## src/rtl/pwm_capture.sv

```systemverilog
// Receive side of the differential PWM DAC link: locks to the frame boundary and
// rebuilds the signed sample from the high-cycle counts of pwm_pos/pwm_neg each frame.
module pwm_capture #(
  parameter int WIDTH = 8,
  parameter int SYNC  = 2
) (
  input  logic             clk,
  input  logic             reset,
  input  logic             pwm_pos,
  input  logic             pwm_neg,
  input  logic             clear_err,
  output logic             sample_valid,
  output logic [WIDTH-1:0] pos_level,
  output logic [WIDTH-1:0] neg_level,
  output logic [WIDTH:0]   sample,
  output logic             locked,
  output logic             frame_err,
  output logic             overlap_err,
  output logic             fsm_state
);

  typedef enum logic {HUNT = 1'b0, LOCK = 1'b1} state_t;

  localparam logic [WIDTH-1:0] CNT_MAX = '1;
  localparam logic [WIDTH-1:0] ONE     = WIDTH'(1);

  state_t           state_q, state_d;
  logic [SYNC-1:0]  pos_sync_q, neg_sync_q;
  logic             pos_prev_q, neg_prev_q;
  logic [WIDTH-1:0] cnt_q, cnt_d;
  logic [WIDTH-1:0] acc_p_q, acc_p_d, acc_n_q, acc_n_d;
  logic [WIDTH-1:0] pos_lvl_q, pos_lvl_d, neg_lvl_q, neg_lvl_d;
  logic [WIDTH:0]   sample_q, sample_d;
  logic             valid_q, valid_d, ferr_q, ferr_d, ovl_q, ovl_d;
  logic             pos_s, neg_s, rise;

  // Counts one more high cycle but never wraps past all-ones.
  function automatic logic [WIDTH-1:0] sat_inc(input logic [WIDTH-1:0] a, input logic b);
    return (b && (a != CNT_MAX)) ? a + ONE : a;
  endfunction

  assign pos_s = pos_sync_q[SYNC-1];
  assign neg_s = neg_sync_q[SYNC-1];
  assign rise  = (pos_s & ~pos_prev_q) | (neg_s & ~neg_prev_q);

  always_comb begin
    state_d   = state_q;
    cnt_d     = cnt_q;
    acc_p_d   = acc_p_q;
    acc_n_d   = acc_n_q;
    pos_lvl_d = pos_lvl_q;
    neg_lvl_d = neg_lvl_q;
    sample_d  = sample_q;
    valid_d   = 1'b0;
    ferr_d    = 1'b0;
    // A fresh overlap outranks a simultaneous clear.
    ovl_d     = (pos_s & neg_s) ? 1'b1 : (clear_err ? 1'b0 : ovl_q);
    case (state_q)
      HUNT: begin
        if (rise) begin
          state_d = LOCK;
          cnt_d   = ONE;
          acc_p_d = {{(WIDTH-1){1'b0}}, pos_s};
          acc_n_d = {{(WIDTH-1){1'b0}}, neg_s};
        end
      end
      LOCK: begin
        if (rise && (cnt_q != '0)) begin
          // Edge off the boundary: drop this frame and realign on the new edge.
          ferr_d  = 1'b1;
          cnt_d   = ONE;
          acc_p_d = {{(WIDTH-1){1'b0}}, pos_s};
          acc_n_d = {{(WIDTH-1){1'b0}}, neg_s};
        end else begin
          cnt_d = cnt_q + ONE;
          if (cnt_q == '0) begin
            acc_p_d = {{(WIDTH-1){1'b0}}, pos_s};
            acc_n_d = {{(WIDTH-1){1'b0}}, neg_s};
          end else begin
            acc_p_d = sat_inc(acc_p_q, pos_s);
            acc_n_d = sat_inc(acc_n_q, neg_s);
          end
          if (cnt_q == CNT_MAX) begin
            valid_d   = 1'b1;
            pos_lvl_d = sat_inc(acc_p_q, pos_s);
            neg_lvl_d = sat_inc(acc_n_q, neg_s);
            sample_d  = {1'b0, pos_lvl_d} - {1'b0, neg_lvl_d};
          end
        end
      end
      default: state_d = HUNT;
    endcase
  end

  always_ff @(posedge clk or posedge reset) begin
    if (reset) begin
      state_q    <= HUNT;
      pos_sync_q <= '0;
      neg_sync_q <= '0;
      pos_prev_q <= 1'b0;
      neg_prev_q <= 1'b0;
      cnt_q      <= '0;
      acc_p_q    <= '0;
      acc_n_q    <= '0;
      pos_lvl_q  <= '0;
      neg_lvl_q  <= '0;
      sample_q   <= '0;
      valid_q    <= 1'b0;
      ferr_q     <= 1'b0;
      ovl_q      <= 1'b0;
    end else begin
      state_q    <= state_d;
      pos_sync_q <= {pos_sync_q[SYNC-2:0], pwm_pos};
      neg_sync_q <= {neg_sync_q[SYNC-2:0], pwm_neg};
      pos_prev_q <= pos_s;
      neg_prev_q <= neg_s;
      cnt_q      <= cnt_d;
      acc_p_q    <= acc_p_d;
      acc_n_q    <= acc_n_d;
      pos_lvl_q  <= pos_lvl_d;
      neg_lvl_q  <= neg_lvl_d;
      sample_q   <= sample_d;
      valid_q    <= valid_d;
      ferr_q     <= ferr_d;
      ovl_q      <= ovl_d;
    end
  end

  assign sample_valid = valid_q;
  assign pos_level    = pos_lvl_q;
  assign neg_level    = neg_lvl_q;
  assign sample       = sample_q;
  assign locked       = (state_q == LOCK);
  assign frame_err    = ferr_q;
  assign overlap_err  = ovl_q;
  assign fsm_state    = state_q;

endmodule

```

## config.mk

```make
export PLATFORM = sky130hd
export DESIGN_NAME = pwm_capture
export DESIGN_NICKNAME = d
export VERILOG_FILES = /design/src/rtl/pwm_capture.sv
export SDC_FILE = /design/constraint.sdc
export NUM_CORES = 1
export LEC_CHECK = 0
export BUFFER_PORTS_ARGS = -buffer_cell sky130_fd_sc_hd__buf_2
export CORE_UTILIZATION = 40
export CTS_CLUSTER_SIZE = 8
export DETAILED_ROUTE_END_ITERATION = 10
export GPL_TIMING_DRIVEN = 1
export MAX_ROUTING_LAYER = met4
export PLACE_DENSITY = 0.65
export SLEW_MARGIN = 5
export SYNTH_ARGS = -nofsm -noshare
export SYNTH_HDL_FRONTEND = slang
export SYNTH_SLANG_ARGS = --single-unit
```

## constraint.sdc

```tcl
create_clock -name clk -period 3.35 [get_ports clk]
set_input_delay 0.67 -clock clk [delete_from_list [all_inputs] [get_ports clk]]
set_output_delay 0.67 -clock clk [all_outputs]
set_load 0.01 [all_outputs]
```

==> results of run 1 <==
flip-flops by register name (all words and copies together) (netlist names):
register      flops
acc_n_q           8
neg_prev_q        1
acc_p_q           8
overlap_err       1
sample_valid      1
pos_level         8
frame_err         1
cnt_q             8
neg_sync_q        2
neg_level         8
pos_prev_q        1
sample            9
fsm_state         1
pos_sync_q        2
routing by layer:
layer  routed length, microns  GRT usage (%)
met5                        0              -
met4                      123           8.21
met3                      299           4.01
met2                     3050           28.5
met1                     3120           26.2
layout make-up:
| class | instances | area share, % |
|---|---|---|
| Sequential cell | 59 | 42.4 |
| Multi-Input combinational cell | 236 | 40.5 |
| Timing Repair Buffer | 41 | 6.40 |
| Clock buffer | 11 | 4.06 |
| Tap cell | 99 | 3.56 |
| Clock inverter | 5 | 1.51 |
| Inverter | 14 | 1.51 |
where the power goes:
part           internal [uW]  total (uW)  switching, uW
registers                767         834           66.9
clock network            360         648            288
logic                    291         633            342
total                   1420        2120            697
final timing paths:
kind                               startpoint       endpoint  slack, ns
min in group clk                pos_sync_q[0]  pos_sync_q[1]       0.35
worst max-delay path               acc_n_q[0]      sample[8]       0.29
worst max register to register     acc_n_q[0]      sample[8]       0.29
worst min-delay path                    reset   pos_level[5]       0.34
worst min register to register  pos_sync_q[0]  pos_sync_q[1]       0.35
max in group asynchronous               reset     acc_n_q[4]       2.35
metrics by stage:
step | instance area, sq um | util [%] | total power, uW | std cells | hold slack [ns]
3_3_place_gp | 3280 | 45.2 | 1470 | 449 | 0.332
5_1_grt | 3480 | 48.0 | 2240 | 465 | 0.358
3_5_place_dp | 3280 | 45.2 | 1480 | 449 | 0.337
4_1_cts | 3480 | 47.9 | 2130 | 465 | 0.351
6_report | 3480 | 48.0 | 2120 | 465 | 0.340
2_1_floorplan | 3000 | - | 1330 | 322 | 0.331
cell usage in the layout, fill, tap and decap left out, types with 3 or more instances in the layout:
cell,instances
nor3_1,10
mux2i_1,3
inv_1,12
o21ai_0,35
o21ai_1,3
buf_4,7
o22ai_1,3
a31oi_1,5
dfrtp_1,59
xor2_1,6
a22o_1,3
nor2_1,18
xnor2_1,8
or2_2,3
clkinv_2,3
nand3_1,10
a21oi_1,11
clkbuf_8,10
maj3_1,3
nand2_1,63
buf_2,34
ha_1,8
nand4_1,5
logic make-up after synthesis:
kind of cell / Yosys count / synth area share (%)
and+or+nand+nor: 124 / 19.0
AOI/OAI and AO/OA: 82 / 17.8
DFF: 59 / 49.3
buffers and inverters: 27 / 3.76
xor gates and xnor gates: 14 / 4.09
adders and majority gates: 12 / 4.72
muxes: 4 / 1.38
what timing repair did:
item,in CTS,in global routing
resized for setup,0,2
setup endpoints to repair,0,2
setup buffers,0,0
==> flow_summary_export.csv, run 1 <==
group,metric,value,unit
floorplan,die_area,7840,sq um
drt,vias_per_cell,5.27,
worst_setup_path,path_delay_family,"adder cells",
power_and_ir_drop,powerDensity,608,nW/um^2
worst_setup_path,crit_top_cell,"ha_1",
logic_synthesis,synth_fp_nets,335,
power_and_ir_drop,p_leak,0.00166,uW
logic_synthesis,ys_seq_elements,59,
clock_tree,clkTransAtPathRegs,0.07,ns
placement,dp_hpwl,4800,microns
clock_tree,clock_path_buffers,2,
clock_tree,clock_sinks,59,
logic_synthesis,synthCells,322,
global_route,grt_pass1_vias,2219,
drt,dr_total_vias,2452,
logic_synthesis,syn_area_per_cell,9.30,sq um
global_route,grt_pass1_wl,11000,microns
sta,layout_setup_ws,0.294,ns
layout,drive_gt1_share,19.7,%
layout,multiInputGateArea,1410,sq um
placement,io_buffers,34,
logic_synthesis,synth_warnings,0,
sta,slew_headroom,50.2,%
clock_tree,cts_max_level,3,
clock_tree,cts_inserted_buffers,9,
clock_tree,clk_latency,0.35,ns
worst_setup_path,cpMaxStageDelayCell,"dfrtp_1",
power_and_ir_drop,vdd_drop_max,0.207,mV
logic_synthesis,synth_common_cells,"nand2_1, dfrtp_1, o21ai_0, nor2_1, inv_1",
clock_tree,cts_root_buf,"clkbuf_8",
worst_setup_path,required,3.60,ns
layout,diodes,0,
drt,drt_wl_total,6600,microns
worst_setup_path,path_cells,"ha_1 > nand4_1 > or2_2 > a21oi_2 > inv_1 > ha_1 > a21oi_1 > o31ai_2 > maj3_2 > maj3_1 > a211oi_1",
sta,fin_tns_setup,0,ns
placement,place.gp.congestion,0.955,
floorplan,initial_core_util,41.3,%
sta,fin_crit_sh,91.2,%
layout,nets,374,
clock_tree,cts_tree,"yes",
floorplan,design.core.area,7250,sq um
logic_synthesis,syn_area,3000,sq um
logic_synthesis,ys_async_sr_fraction,100,%
drt,drc_errors,0,
logic_synthesis,synth.most_common_cell,"nand2_1",
run_status,status,"complete, no violations",
floorplan,rows,31,
global_route,grt_max_degree,38,
layout,final-seq-area,1480,sq um
worst_setup_path,start_kind,"register",
global_route,grt_overflow,0,
run,drv_cap,0,
sta,rsz0062_at_grt,"false",
sta,worstMarginPinSlew,0.744,ns
worst_setup_path,worst_ep_arrival_time,3.31,ns
logic_synthesis,synth_edf_count,0,
worst_setup_path,cp_slowest_stage_delay,0.40,ns
drt,drt-pass1-iter-count,4,
sta,setup_viol,0,
worst_setup_path,path_max_fanout,5,
worst_setup_path,worst-r2r-cell-count,11,
hold_path,hold_class,"input pin to async pin",
logic_synthesis,synth_top_area_share,49.3,%
logic_synthesis,synth_top_area_cell,"dfrtp_1",
worst_setup_path,crit_cells,11,
clock_tree,cts_hold_buf,0,
sta,final_hold_viol_count,0,
worst_setup_path,worst-setup-path-type,"register to register",
logic_synthesis,ys_dominant_reg_cell,"dfrtp_1",
floorplan,die_h,88.5,microns
sta,finalCriticalPeriod,3.06,ns
worst_setup_path,cp_num_buf_inv,1,
drt,dr.first_iter.drc_count,92,
logic_synthesis,synth_cell_types,54,
sta,fmax,327,MHz
layout,fillers,700,
sta,maxSlewViolCount,0,
global_route,antenna_found_initial,0,
global_route,gr-usage-all-layers,19.5,%
logic_synthesis,ys_seq_area_share,49.3,%
drt,wl_per_cell,14.2,microns
logic_synthesis,synthTopCellsByArea,"dfrtp_1, nand2_1, o21ai_0",
layout,area_growth,16.2,%
sta,skew,0.0137,ns
floorplan,die_x,88.5,microns
worst_setup_path,worst_setup_path_end_kind,"register",
drt,ant_nets,0,
floorplan,pin_count,35,
placement,pre_cts_slack,0.196,ns
No activity file was read; power rests on OpenSTA's default activity.
==> inputs of run 2 (changes only) <==
Settings changed: BUFFER_PORTS_ARGS -buffer_cell sky130_fd_sc_hd__buf_2 to not set, DONT_BUFFER_PORTS set to 1, PLACE_DENSITY 0.65 to 0.61.
==> run 2 against run 1 <==
- critical path depth stayed put
- sequential power about the same
- worst hold slack better by 0.0076 ns
- combinational power decreased by 3.5%
- fmax decreased by 0.60%
- via count fell by 6.2%
- cell count down 7.5%
- worst setup slack lost 0.018 ns
- first-iteration DRC count up 60%
- clock power down 14%
- die area did not move
==> flow_summary_export.csv, run 2 (same netlist as run 1, synthesis figures left out) <==
group,metric,value,unit
clock_tree,cts_tree,"yes",
global_route,antenna_found_initial,0,
global_route,gr-usage-all-layers,19.1,%
layout,layout_common_cells,"nand2_1, dfrtp_1, o21ai_0",
drt,drt_wl_total,6510,microns
clock_tree,clock_path_buffers,2,
worst_setup_path,worst-setup-path-type,"register to register",
worst_setup_path,start_kind,"register",
sta,fin_tns_setup,0,ns
drt,dr_wl_met3,251,microns
drt,drc_errors,0,
hold_path,hold_class,"register to register",
worst_setup_path,required,3.60,ns
layout,stdcell_count,430,
run,drv_cap,0,
clock_tree,post_cts_resized,0,
layout,fillers,730,
sta,slew_headroom,33.9,%
sta,rsz0062_at_grt,"false",
sta,skew,0.0118,ns
floorplan,die_x,88.5,microns
global_route,grt_pass1_wl,10700,microns
layout,final_common_cell,"nand2_1",
clock_tree,clkTransAtPathRegs,0.07,ns
power_and_ir_drop,vdd_drop_max,0.202,mV
sta,finalCriticalPeriod,3.07,ns
sta,worstMarginPinSlew,0.990,ns
placement,dp.cells,415,
sta,fmax,325,MHz
floorplan,die_area,7840,sq um
drt,ant_nets,0,
layout,fin_area,3280,sq um
worst_setup_path,crit_top_cell,"ha_1",
drt,wl_met2,2950,microns
worst_setup_path,path_max_fanout,7,
floorplan,design.core.area,7250,sq um
placement,dp_hpwl,4710,microns
worst_setup_path,cpMaxStageDelayCell,"dfrtp_1",
worst_setup_path,worst_ep_arrival_time,3.33,ns
floorplan,initial_core_util,41.3,%
worst_setup_path,path_cells,"and4_4 > a41o_1 > xor2_1 > ha_1 > inv_1 > ha_1 > a21oi_4 > o31ai_2 > maj3_2 > maj3_1 > a211oi_1",
global_route,grt_overflow,0,
drt,drt-pass1-iter-count,4,
layout,diodes,0,
clock_tree,cts_hold_buf,0,
sta,maxSlewViolCount,0,
clock_tree,post_cts_buffers,0,
global_route,grt_pass1_vias,2104,
drt,highest_layer,"met4",
drt,wl_per_cell,15.1,microns
global_route,grt_max_degree,48,
drt,dr_total_vias,2299,
sta,setup_viol,0,
power_and_ir_drop,powerDensity,611,nW/um^2
clock_tree,clock_sinks,59,
floorplan,pin_count,35,
worst_setup_path,worst_setup_path_end_kind,"register",
clock_tree,cts_inserted_buffers,9,
layout,final-seq-area,1480,sq um
worst_setup_path,cp_slowest_stage_delay,0.43,ns
sta,final_hold_viol_count,0,
clock_tree,cts_max_level,3,
layout,area_growth,9.61,%
layout,drive_gt1_share,11.5,%
sta,fin_crit_sh,91.8,%
run_status,status,"complete, no violations",
layout,nets,340,
placement,place.gp.congestion,0.854,
layout,largest_register_ffs,9,
drt,met1_length,3240,microns
layout,multiInputGateArea,1410,sq um
clock_tree,clk_latency,0.34,ns
drt,dr.first_iter.drc_count,147,
floorplan,rows,31,
clock_tree,cts_root_buf,"clkbuf_8",
placement,dpl_cell_area,3110,sq um
drt,vias_per_cell,5.35,
power_and_ir_drop,p_leak,0.00147,uW
placement,io_buffers,0,
floorplan,die_h,88.5,microns
power_and_ir_drop,p_total,2010,uW
-- run 2: changes by cell type in the layout (fill, tap and decap cells not counted) --
cell	previous run	this run
a2111oi_0	0	1
clkbuf_1	1	0
bufinv_16	1	0
a2111oi_1	1	0
buf_2	34	0
clkinvlp_4	1	2
-- run 2: path summary, 6_finish.rpt --
path	startpoint	cells past startpoint	to	slack, ns
setup reg to reg	acc_p_q[5]	11	sample[8]	0.28
hold / removal	neg_sync_q[0]	0	neg_sync_q[1]	0.35
max in group asynchronous	reset	2	sample[6]	2.12
hold reg to reg	neg_sync_q[0]	0	neg_sync_q[1]	0.35
setup / recovery	acc_p_q[5]	11	sample[8]	0.28
min in group asynchronous	reset	1	sample[2]	0.44
-- run 2: area by class of cell --
class,count,area share [%]
sequential,59,45.0
multi-input combinational,236,42.9
clock buffer,10,4.19
tap,99,3.77
timing repair buffer,7,1.60
inverter,14,1.60
clock inverter,5,0.915
-- run 2: metal layers --
layer  vias up  track usage [%]
met5         -                -
met4         0             6.74
met3         9             4.76
met2        47             28.0
met1      1102             25.7
li1       1141                -
-- run 2: metrics by stage --
step	hold slack, ns	worst slack, ns	util [%]
3_5_place_dp	0.335	0.183	42.9
5_1_grt	0.333	0.0263	45.3
4_1_cts	0.343	0.201	45.2
3_3_place_gp	0.335	0.312	42.9
6_report	0.348	0.275	45.3
2_1_floorplan	0.331	0.412	-
-- run 2: worst max-delay path, delay by kind of cell (launching register included) --
family / cells / cell delay (ns)
adders and majority gates: 4 / 1.10
buffers and inverters: 1 / 0.06
AOI/OAI and AO/OA: 4 / 0.79
DFF: 1 / 0.43
xor gates and xnor gates: 1 / 0.33
and+or+nand+nor: 1 / 0.26
-- run 2: power by group --
group,switching (uW),internal [uW]
Sequential,68.2,768
Clock,280,280
Combinational,333,278
Total,682,1320
==> inputs of run 3 (changes only) <==
Settings changed: CORE_ASPECT_RATIO set to 1.2, HOLD_SLACK_MARGIN set to 0.1.
==> run 3 against run 2 <==
- design area increased by 0.46%
- sequential cell count unchanged
- register-to-register slack got worse by 0.06 ns
- die area about the same
- worst hold slack got worse by 0.20 ns
- via count decreased by 0.65%
- critical path depth decreased by 1
- cell count decreased by 2.1%
- utilization increased by 0.34 points
- fmax decreased by 1.9%
- largest power group unchanged
==> flow_summary_export.csv, run 3 (same netlist as run 1, synthesis figures left out) <==
group,metric,value,unit
drt,dr.first_iter.drc_count,92,
sta,rsz0062_at_grt,"false",
floorplan,die_h,96.8,microns
worst_setup_path,worst-setup-path-type,"register to register",
drt,drt_wl_total,6540,microns
placement,dp_hpwl,4630,microns
sta,fmax,319,MHz
floorplan,die_area,7840,sq um
drt,drc_errors,0,
worst_setup_path,r2r-start,"acc_p_q[0]",
worst_setup_path,worst-r2r-cell-count,10,
worst_setup_path,cp-startpoint,"acc_p_q[0]",
worst_setup_path,worst_setup_path_end_kind,"register",
drt,wl_per_cell,15.5,microns
global_route,top_usage_layer,"met2",
drt,ant_nets,0,
worst_setup_path,r2r_slack,0.21,ns
power_and_ir_drop,p_leak,0.00148,uW
global_route,met2_usage,30.1,%
worst_setup_path,r2r_end,"sample[8]",
layout,nets,339,
layout,layout_common_cells,"nand2_1, dfrtp_1, o21ai_0",
global_route,grt_overflow,0,
global_route,grt_max_degree,48,
sta,holdWs,0.146,ns
clock_tree,clock_path_buffers,2,
global_route,grtUsageMet1,23.6,%
placement,dp.cells,405,
global_route,gr-usage-all-layers,19.3,%
clock_tree,cts_max_level,3,
layout,area_growth,10.1,%
floorplan,rows,34,
drt,drt-pass1-iter-count,4,
global_route,grt_pass1_vias,2320,
clock_tree,cts_root_buf,"clkbuf_8",
global_route,use_met3,4.15,%
power_and_ir_drop,powerDensity,639,nW/um^2
floorplan,design.core.area,7230,sq um
drt,dr_total_vias,2284,
global_route,grt_pass1_wl,11200,microns
clock_tree,clkTransAtPathRegs,0.07,ns
floorplan,initial_core_util,41.4,%
sta,slew_headroom,60.3,%
run_status,status,"complete, no violations",
worst_setup_path,required,3.59,ns
power_and_ir_drop,vdd_drop_max,0.341,mV
sta,finalCriticalPeriod,3.14,ns
layout,stdcell_count,421,
sta,fin_tns_setup,0,ns
sta,worstMarginPinSlew,0.591,ns
global_route,antenna_found_initial,0,
layout,drive_gt1_share,11.5,%
worst_setup_path,path_max_fanout,7,
worst_setup_path,start_kind,"register",
sta,fin_crit_sh,93.6,%
layout,largest_register_ffs,9,
run,drv_cap,0,
layout,final_common_cell,"nand2_1",
clock_tree,cts_hold_buf,0,
floorplan,pin_count,35,
worst_setup_path,worst_ep_arrival_time,3.38,ns
drt,vias_per_cell,5.43,
sta,skew,0.00605,ns
power_and_ir_drop,p_total,2110,uW
placement,io_buffers,0,
hold_path,hold_class,"input pin to async pin",
placement,place.gp.congestion,0.810,
layout,diodes,0,
floorplan,die_x,81.0,microns
clock_tree,cts_tree,"yes",
sta,final_hold_viol_count,0,
sta,setup_viol,0,
clock_tree,clock_sinks,59,
clock_tree,cts_inserted_buffers,9,
layout,final_util,45.6,%
clock_tree,clk_latency,0.34,ns
sta,maxSlewViolCount,0,
## run 3: changes by cell type in the layout (fill, tap and decap cells not counted)
cell / previous run / this run
buf_4: 7 / 6
bufinv_16: 0 / 1
clkbuf_1: 0 / 1
clkinvlp_4: 2 / 1
xor2_1: 6 / 5
xor2_2: 0 / 1
## run 3: how the worst max path moves through the flow
| stage | endpoint | slack, ns |
|---|---|---|
| floorplan | sample[8] | 0.41 |
| global placement | sample[8] | 0.30 |
| detailed placement | sample[8] | 0.16 |
| CTS | sample[8] | 0.14 |
| global route | sample[8] | 0.05 |
| finish | sample[8] | 0.21 |
## run 3: layout make-up
class / count / area, sq um
inverter: 14 / 52.6
clock buffer: 11 / 141
clock inverter: 5 / 52.6
multi-input combinational: 236 / 1420
tap: 90 / 113
sequential: 59 / 1480
fill: 720 / 3930
timing repair buffer: 6 / 45.0
## run 3: what timing repair did
action / 4_1_cts / 5_1_grt
gates resized for setup: 0 / 2
hold endpoints to repair: 0 / 0
setup endpoints to repair: 0 / 1
setup buffers: 0 / 0
## run 3: where the power goes
| group | switching [uW] | internal, uW | leakage (uW) |
|---|---|---|---|
| combinational | 345 | 284 | 0.000591 |
| sequential | 69.7 | 768 | 0.000791 |
| clock | 284 | 360 | 0.0000991 |
| total | 698 | 1410 | 0.00148 |
## run 3: per-stage QoR
stage / worst slack (ns) / instance area, sq um
2_1_floorplan: 0.412 / 3000
3_3_place_gp: 0.301 / 3090
3_5_place_dp: 0.160 / 3090
4_1_cts: 0.142 / 3290
5_1_grt: 0.0545 / 3300
6_report: 0.214 / 3300
## run 3: critical path: stages, from the launching register on
cell and delay [ns]:
dfrtp_1 0.45, ha_1 0.26, a41o_1 0.38, mux2i_1 0.38, xnor2_1 0.13, ha_1 0.24, a21oi_4 0.15, o31ai_2 0.10
maj3_2 0.35, maj3_1 0.37, a211oi_1 0.22
## run 3: metal layers
| metal | vias up | wire, microns |
|---|---|---|
| li1 | 1142 | - |
| met1 | 1080 | 2980 |
| met2 | 49 | 3180 |
| met3 | 13 | 261 |
| met4 | 0 | 126 |
| met5 | - | 0 |
